<file path="src/rtl/ps2_key_controller.sv">
// PS/2 set-2 scancode decoder: arrow-key held state and direction, Space pause toggle, Esc pulse.
// Optional macro PS2_WASD_EN also maps W/S/A/D onto the up/down/left/right directions.
module ps2_key_controller #(
  parameter int unsigned TIMEOUT_CYCLES = 1000000
) (
  input  logic       clk,
  input  logic       rst,
  input  logic [7:0] data_in,
  input  logic       data_valid,
  output logic       ack,
  output logic [3:0] key_held,
  output logic [1:0] dir,
  output logic       dir_valid,
  output logic       pause,
  output logic       esc_pulse
);

  localparam int unsigned CntW = (TIMEOUT_CYCLES > 1) ? $clog2(TIMEOUT_CYCLES) : 1;
  localparam logic [CntW-1:0] CntLast = CntW'(TIMEOUT_CYCLES - 1);

  typedef enum logic [1:0] {StIdle, StConsume, StWaitLow} state_e;

  state_e          state_q, state_d;
  logic            ext_q, ext_d, brk_q, brk_d;
  logic [CntW-1:0] cnt_q, cnt_d;
  logic [3:0]      arrow_q, arrow_d, held_d;
  logic [1:0]      dir_q, dir_d;
  logic            pause_q, pause_d, esc_q, esc_d;
  logic            consume, key_hit;
  logic [1:0]      key_idx;
`ifdef PS2_WASD_EN
  logic [3:0]      wasd_q, wasd_d;
  logic            key_wasd;
`endif

  // Lowest set bit wins: up > down > left > right.
  function automatic logic [1:0] first_held(input logic [3:0] h);
    logic [1:0] idx;
    if (h[0])      idx = 2'd0;
    else if (h[1]) idx = 2'd1;
    else if (h[2]) idx = 2'd2;
    else           idx = 2'd3;
    return idx;
  endfunction

  always_ff @(posedge clk or negedge rst) begin
    if (!rst) state_q <= StIdle;
    else      state_q <= state_d;
  end

  always_comb begin
    state_d = state_q;
    unique case (state_q)
      StIdle:    if (data_valid) state_d = StConsume;
      StConsume: state_d = StWaitLow;
      StWaitLow: if (!data_valid) state_d = StIdle;
      default:   state_d = StIdle;
    endcase
  end

  always_comb begin
    ack = (state_q == StConsume);
  end

  assign consume = (state_q == StConsume);

  always_comb begin
    ext_d   = ext_q;
    brk_d   = brk_q;
    cnt_d   = cnt_q;
    arrow_d = arrow_q;
    dir_d   = dir_q;
    pause_d = pause_q;
    esc_d   = 1'b0;
    key_hit = 1'b0;
    key_idx = 2'd0;
`ifdef PS2_WASD_EN
    wasd_d   = wasd_q;
    key_wasd = 1'b0;
`endif
    if (consume) begin
      cnt_d = '0;
      if (data_in == 8'hE0) begin
        ext_d = 1'b1;
      end else if (data_in == 8'hF0) begin
        brk_d = 1'b1;
      end else begin
        ext_d = 1'b0;
        brk_d = 1'b0;
        if (ext_q) begin
          case (data_in)
            8'h75:   begin key_hit = 1'b1; key_idx = 2'd0; end
            8'h72:   begin key_hit = 1'b1; key_idx = 2'd1; end
            8'h6B:   begin key_hit = 1'b1; key_idx = 2'd2; end
            8'h74:   begin key_hit = 1'b1; key_idx = 2'd3; end
            default: ;
          endcase
        end else begin
          case (data_in)
            8'h29:   pause_d = pause_q ^ ~brk_q;
            8'h76:   esc_d = ~brk_q;
`ifdef PS2_WASD_EN
            8'h1D:   begin key_hit = 1'b1; key_wasd = 1'b1; key_idx = 2'd0; end
            8'h1B:   begin key_hit = 1'b1; key_wasd = 1'b1; key_idx = 2'd1; end
            8'h1C:   begin key_hit = 1'b1; key_wasd = 1'b1; key_idx = 2'd2; end
            8'h23:   begin key_hit = 1'b1; key_wasd = 1'b1; key_idx = 2'd3; end
`endif
            default: ;
          endcase
        end
      end
    end else if (ext_q || brk_q) begin
      // A prefix left dangling too long is dropped so it cannot taint a later key.
      if (cnt_q == CntLast) begin
        ext_d = 1'b0;
        brk_d = 1'b0;
        cnt_d = '0;
      end else begin
        cnt_d = cnt_q + 1'b1;
      end
    end

    if (key_hit) begin
`ifdef PS2_WASD_EN
      if (key_wasd) wasd_d[key_idx] = ~brk_q;
      else          arrow_d[key_idx] = ~brk_q;
`else
      arrow_d[key_idx] = ~brk_q;
`endif
    end

`ifdef PS2_WASD_EN
    held_d = arrow_d | wasd_d;
`else
    held_d = arrow_d;
`endif

    if (key_hit) begin
      if (!brk_q) begin
        // Typematic repeats of an already held key must not steal the direction.
        if (!key_held[key_idx]) dir_d = key_idx;
      end else if (dir_q == key_idx && !held_d[key_idx] && held_d != 4'b0000) begin
        dir_d = first_held(held_d);
      end
    end
  end

  always_ff @(posedge clk or negedge rst) begin
    if (!rst) begin
      ext_q   <= 1'b0;
      brk_q   <= 1'b0;
      cnt_q   <= '0;
      arrow_q <= 4'b0000;
      dir_q   <= 2'd0;
      pause_q <= 1'b0;
      esc_q   <= 1'b0;
    end else begin
      ext_q   <= ext_d;
      brk_q   <= brk_d;
      cnt_q   <= cnt_d;
      arrow_q <= arrow_d;
      dir_q   <= dir_d;
      pause_q <= pause_d;
      esc_q   <= esc_d;
    end
  end

`ifdef PS2_WASD_EN
  always_ff @(posedge clk or negedge rst) begin
    if (!rst) wasd_q <= 4'b0000;
    else      wasd_q <= wasd_d;
  end

  assign key_held = arrow_q | wasd_q;
`else
  assign key_held = arrow_q;
`endif

  assign dir       = dir_q;
  assign dir_valid = |key_held;
  assign pause     = pause_q;
  assign esc_pulse = esc_q;

endmodule

</file>
<file path="config.mk">
export PLATFORM = sky130hd
export DESIGN_NAME = ps2_key_controller
export DESIGN_NICKNAME = d
export VERILOG_FILES = /design/src/rtl/ps2_key_controller.sv
export SDC_FILE = /design/constraint.sdc
export NUM_CORES = 1
export LEC_CHECK = 0
export CAP_MARGIN = 10
export CORE_ASPECT_RATIO = 0.5
export CORE_MARGIN = 2
export CORE_UTILIZATION = 45
export CTS_CLUSTER_SIZE = 8
export DETAILED_ROUTE_END_ITERATION = 6
export GPL_TIMING_DRIVEN = 0
export PLACE_DENSITY = 0.76
export RECOVER_POWER = 50
export REMOVE_ABC_BUFFERS = 1
export SLEW_MARGIN = 20
export SYNTH_ARGS = -nofsm -noshare
export SYNTH_HDL_FRONTEND = slang
export SYNTH_SLANG_ARGS = --single-unit
</file>
<file path="constraint.sdc">
create_clock -name clk -period 2.3 [get_ports clk]
set_input_delay 0.23 -clock clk [delete_from_list [all_inputs] [get_ports clk]]
set_output_delay 0.23 -clock clk [all_outputs]
set_load 0.005 [all_outputs]
</file>
==> summary by stage, run 1 <==
CTS
Clock latency on the worst-skew pair, taken at its later pin, is 0.29 ns. The clock-pin slew reported for the worst setup and hold paths after clock tree synthesis is 0.07 ns. TritonCTS built the clock tree. The CTS H-tree depth is 2. The clock root buffer is clkbuf_8. No sink is reached through more buffers than the 2 on the longest clock path. The clock sink total is 32.

The CTS buffer count is 5.

Floorplan
Measured along the x axis, the die boundary spans 96.9 µm. The core area is 4020 µm². The die is 50.4 µm tall. The floorplan has 16 rows. The I/O pin count is 21. The die footprint is 4890 µm². Once the floorplan was initialized, standard cells occupied 48.2% of the core.

Logic synthesis
The adder-cell share of the synthesized area is 0.645%. The main combinational cell family by area after synthesis is simple AND/OR/NAND/NOR gates. After Yosys synthesis, and, or, nand and nor cells account for 26.8% of the synthesized area. The share of synthesized area occupied by flip-flops and latches is 41.3%. The synthesized design spends more area on one cell type than any other, namely dfrtp_1. The number of distinct library cell variants in the gate-level netlist after synthesis is 52.

The fraction of the mapped netlist area in compound gates is 23.6%. In the synthesized netlist the async set-or-reset flop fraction comes to 100%. The mean cell area of the mapped netlist is 8.90 µm².

After synthesis, the share of cell area in mux cells is 1.55%. The combined area of all synthesized cells is 1940 µm². After technology mapping, the gate count stands at between 200 and 250.

In the post-synthesis netlist, the cell with the most instances is dfrtp_1. The commonest cells after synthesis are dfrtp_1, nand2_1, o21ai_0. The area share of the largest cell type after synthesis is 41.3%. The post-synthesis xor/xnor area fraction is between 2 and 3%.

The number of warning messages in the yosys log is 0. The flop and latch count out of synthesis is 32. In the synthesized netlist the dominant register cell turns out to be dfrtp_1. The synthesized design contains 0 enable-type register cells. By area the synthesized netlist is led by dfrtp_1, nand2_1, o21ai_0.

Pwr
The total leakage power is 0.971 nW. Overall power consumption after layout is estimated at 1.82 mW. The highest ir drop seen on vdd is just under 0.3 mV. The power density over cell area is 779 nW/µm².

Hold path
In this run the worst hold path is classified as in -> async.

Route
The final routed wire length divided by cell count is 14.9 µm. The total DRC errors in the routed layout is 0. The antenna violation net count after detailed routing is 0.

For this block, the routed nets add up to between 4000 and 5000 µm of wire. Using the TritonRoute via totals, the vias-per-cell ratio works out to approximately 5.9. The routed layout has 1751 vias.

The first-pass iteration count of the detailed router is 4. The initial DRC count is ~130.

Layout
The filler cells instantiated in the layout total 355. The area added between synthesis and finish is 20.2%. The antenna cell count is 0. The final layout contains around 250 nets.

Cells fill a little under 60% of the core in the end. The share of cells above drive strength 1 is 12.4%.

Global routing
The initial antenna violation count was 0. The overall global routing resource usage is 18.9%. Summed over all layers, the global routing overflow is 0. The first global-routing pass estimated 7340 µm of wire. The number of global-route vias before repair is 1644. Entering global routing, the biggest net connects 33 pins.

Worst setup path
The critical path arrival is 2.40 ns. The endpoint identified for the worst register-to-register timing path is cnt_q[13]$_DFFE_PN0P_. For the worst setup path, the data required time is 2.50 ns.

Measured in cells, the most critical reg-to-reg path has a length of 8. The endpoint kind of the worst setup timing path is a flip-flop. The beginning of the worst register-to-register path is cnt_q[0]$_DFFE_PN0P_. For flop-to-flop paths, the worst setup slack is 0.19 ns. The largest fanout on the critical path is 7. The critical path in this run is classified as in -> reg. The kind of start point of the critical path is an input pin.

STA
The number of max-slew violations in the final report came to 33. The max-slew headroom at the worst pin is -13.9%. The routed design could run at a clock period as short as 2.20 ns. Setup violations remaining at the end of the flow were counted as 0. The achievable frequency is 0.456 GHz. The transition time of the tightest slew-check pin is ~1.7 ns. The final count of hold timing violations is 0. The final worst-path cycle share is 95.4%. Hold timing on the final database bottoms out at a slack of about 0.38 ns.

The worst path setup slack after routing is roughly 0.10 ns. Between clock sinks in the finished design, the worst skew comes to 0.00720 ns. Setup repair after global routing left no endpoint under its margin.

Job
Max-cap violations in this run came to 1.

Placed design
The quantity of I/O buffers inserted on ports is 20. At the end of routability-driven placement, the weighted congestion stood at 0.764. The HPWL after detailed placement is between 3000 and 4000 µm.

At the placement stage, the worst setup path has a slack of -0.328 ns.

Status
The final reports fail on max-capacitance violations, max-slew violations. The flow ran to the end, but the final reports show violations.
==> what timing repair did <==
| item | 4_1_cts | 5_1_grt |
|---|---|---|
| setup endpoints to repair | 12 | 12 |
| setup buffers | 0 | 4 |
| pin swaps | 0 | 1 |
| hold buffers | 0 | 0 |
| resized for setup | 2 | 5 |
==> critical path: stages <==
cell and delay [ns]:
clkdlybuf4s50_1 0.62, nand3b_1 0.19, o22ai_2 0.22, nand2_1 0.10, a2111oi_2 0.34, o211ai_1 0.18, a32oi_2 0.29, mux2i_1 0.23
==> metal layers <==
layer / vias to the layer above / global-route usage (%) / wire length (µm)
met4: 0 / 7.98 / 66
met2: 34 / 33.1 / 2130
met1: 846 / 22.6 / 2090
met3: 8 / 4.74 / 141
met5: - / 0 / 0
li1: 863 / - / -
==> power breakdown <==
part / switching (mW) / total, mW / internal, mW
clock network: 0.219 / 0.486 / 0.267
logic: 0.359 / 0.571 / 0.212
registers: 0.126 / 0.759 / 0.633
total: 0.704 / 1.82 / 1.11
==> through the flow <==
stage,area (µm²),setup TNS [ns],std cells
floorplan,1900,0,211
global placement,2170,-1.85,285
detailed placement,2160,-3.22,285
CTS,2270,0,292
global route,2330,0,296
finish,2330,0,296
==> placed cells by master (no fill, tap or decap), drive strengths merged, types with 2 or more instances in the layout <==
master	count
nand3b	5
nand2	31
and3	7
nor4b	2
mux2i	3
clkbuf	8
o31ai	7
o21ai	30
dfrtp	32
buf	4
a31oi	8
xor2	5
clkdlybuf4s50	17
o211ai	4
nor2	13
a21oi	11
inv	7
nor3b	2
nand3	7
and4	2
nand4	6
nor3	6
nand2b	4
a2111oi	2
a32oi	2
==> layout make-up <==
class | instances | area, µm² | share of cell area [%]
flip-flops and latches | 32 | 801 | 34.3
well taps | 54 | 67.6 | 2.90
repair buffers | 24 | 226 | 9.71
inverters | 7 | 26.3 | 1.13
clock buffers | 7 | 96.3 | 4.13
multi-input cells | 172 | 1110 | 47.8
==> registers in the layout, summed over array words and instances (netlist names) <==
register / flops
ext_q: 1
key_held: 4
cnt_q: 20
esc_pulse: 1
brk_q: 1
state_q: 2
dir: 2
pause: 1
==> worst max path at each step <==
stage	from	end	depth (start not counted)
floorplan	cnt_q[0]$_DFFE_PN0P_	cnt_q[17]$_DFFE_PN0P_	8
global placement	state_q[0]$_DFFE_PN0P_	cnt_q[13]$_DFFE_PN0P_	6
detailed placement	state_q[0]$_DFFE_PN0P_	cnt_q[13]$_DFFE_PN0P_	6
CTS	cnt_q[0]$_DFFE_PN0P_	cnt_q[17]$_DFFE_PN0P_	8
global route	data_in[0]	dir[1]$_DFFE_PN0P_	8
finish	data_in[0]	dir[1]$_DFFE_PN0P_	8
==> logic make-up (layout without fill, tap and decap cells) <==
| group | count (synthesis) | in the layout |
|---|---|---|
| AOI/OAI and AO/OA | 70 | 70 |
| xor gates and xnor gates | 6 | 6 |
| adders and majority gates | 1 | 1 |
| buffers and inverters | 14 | 38 |
| DFF | 32 | 32 |
| muxes | 3 | 3 |
| and+or+nand+nor | 92 | 92 |
(Power assumes the default switching activity.)
==> inputs of run 2 (changes only) <==
--- a/config.mk
+++ b/config.mk
@@ -9,6 +9,7 @@
 export CORE_ASPECT_RATIO = 0.5
 export CORE_MARGIN = 2
 export CORE_UTILIZATION = 45
+export CTS_CLUSTER_DIAMETER = 200
 export CTS_CLUSTER_SIZE = 8
 export DETAILED_ROUTE_END_ITERATION = 6
 export GPL_TIMING_DRIVEN = 0
==> results of run 2 <==
Final layout, timing and power as in run 1 (identical DEF).
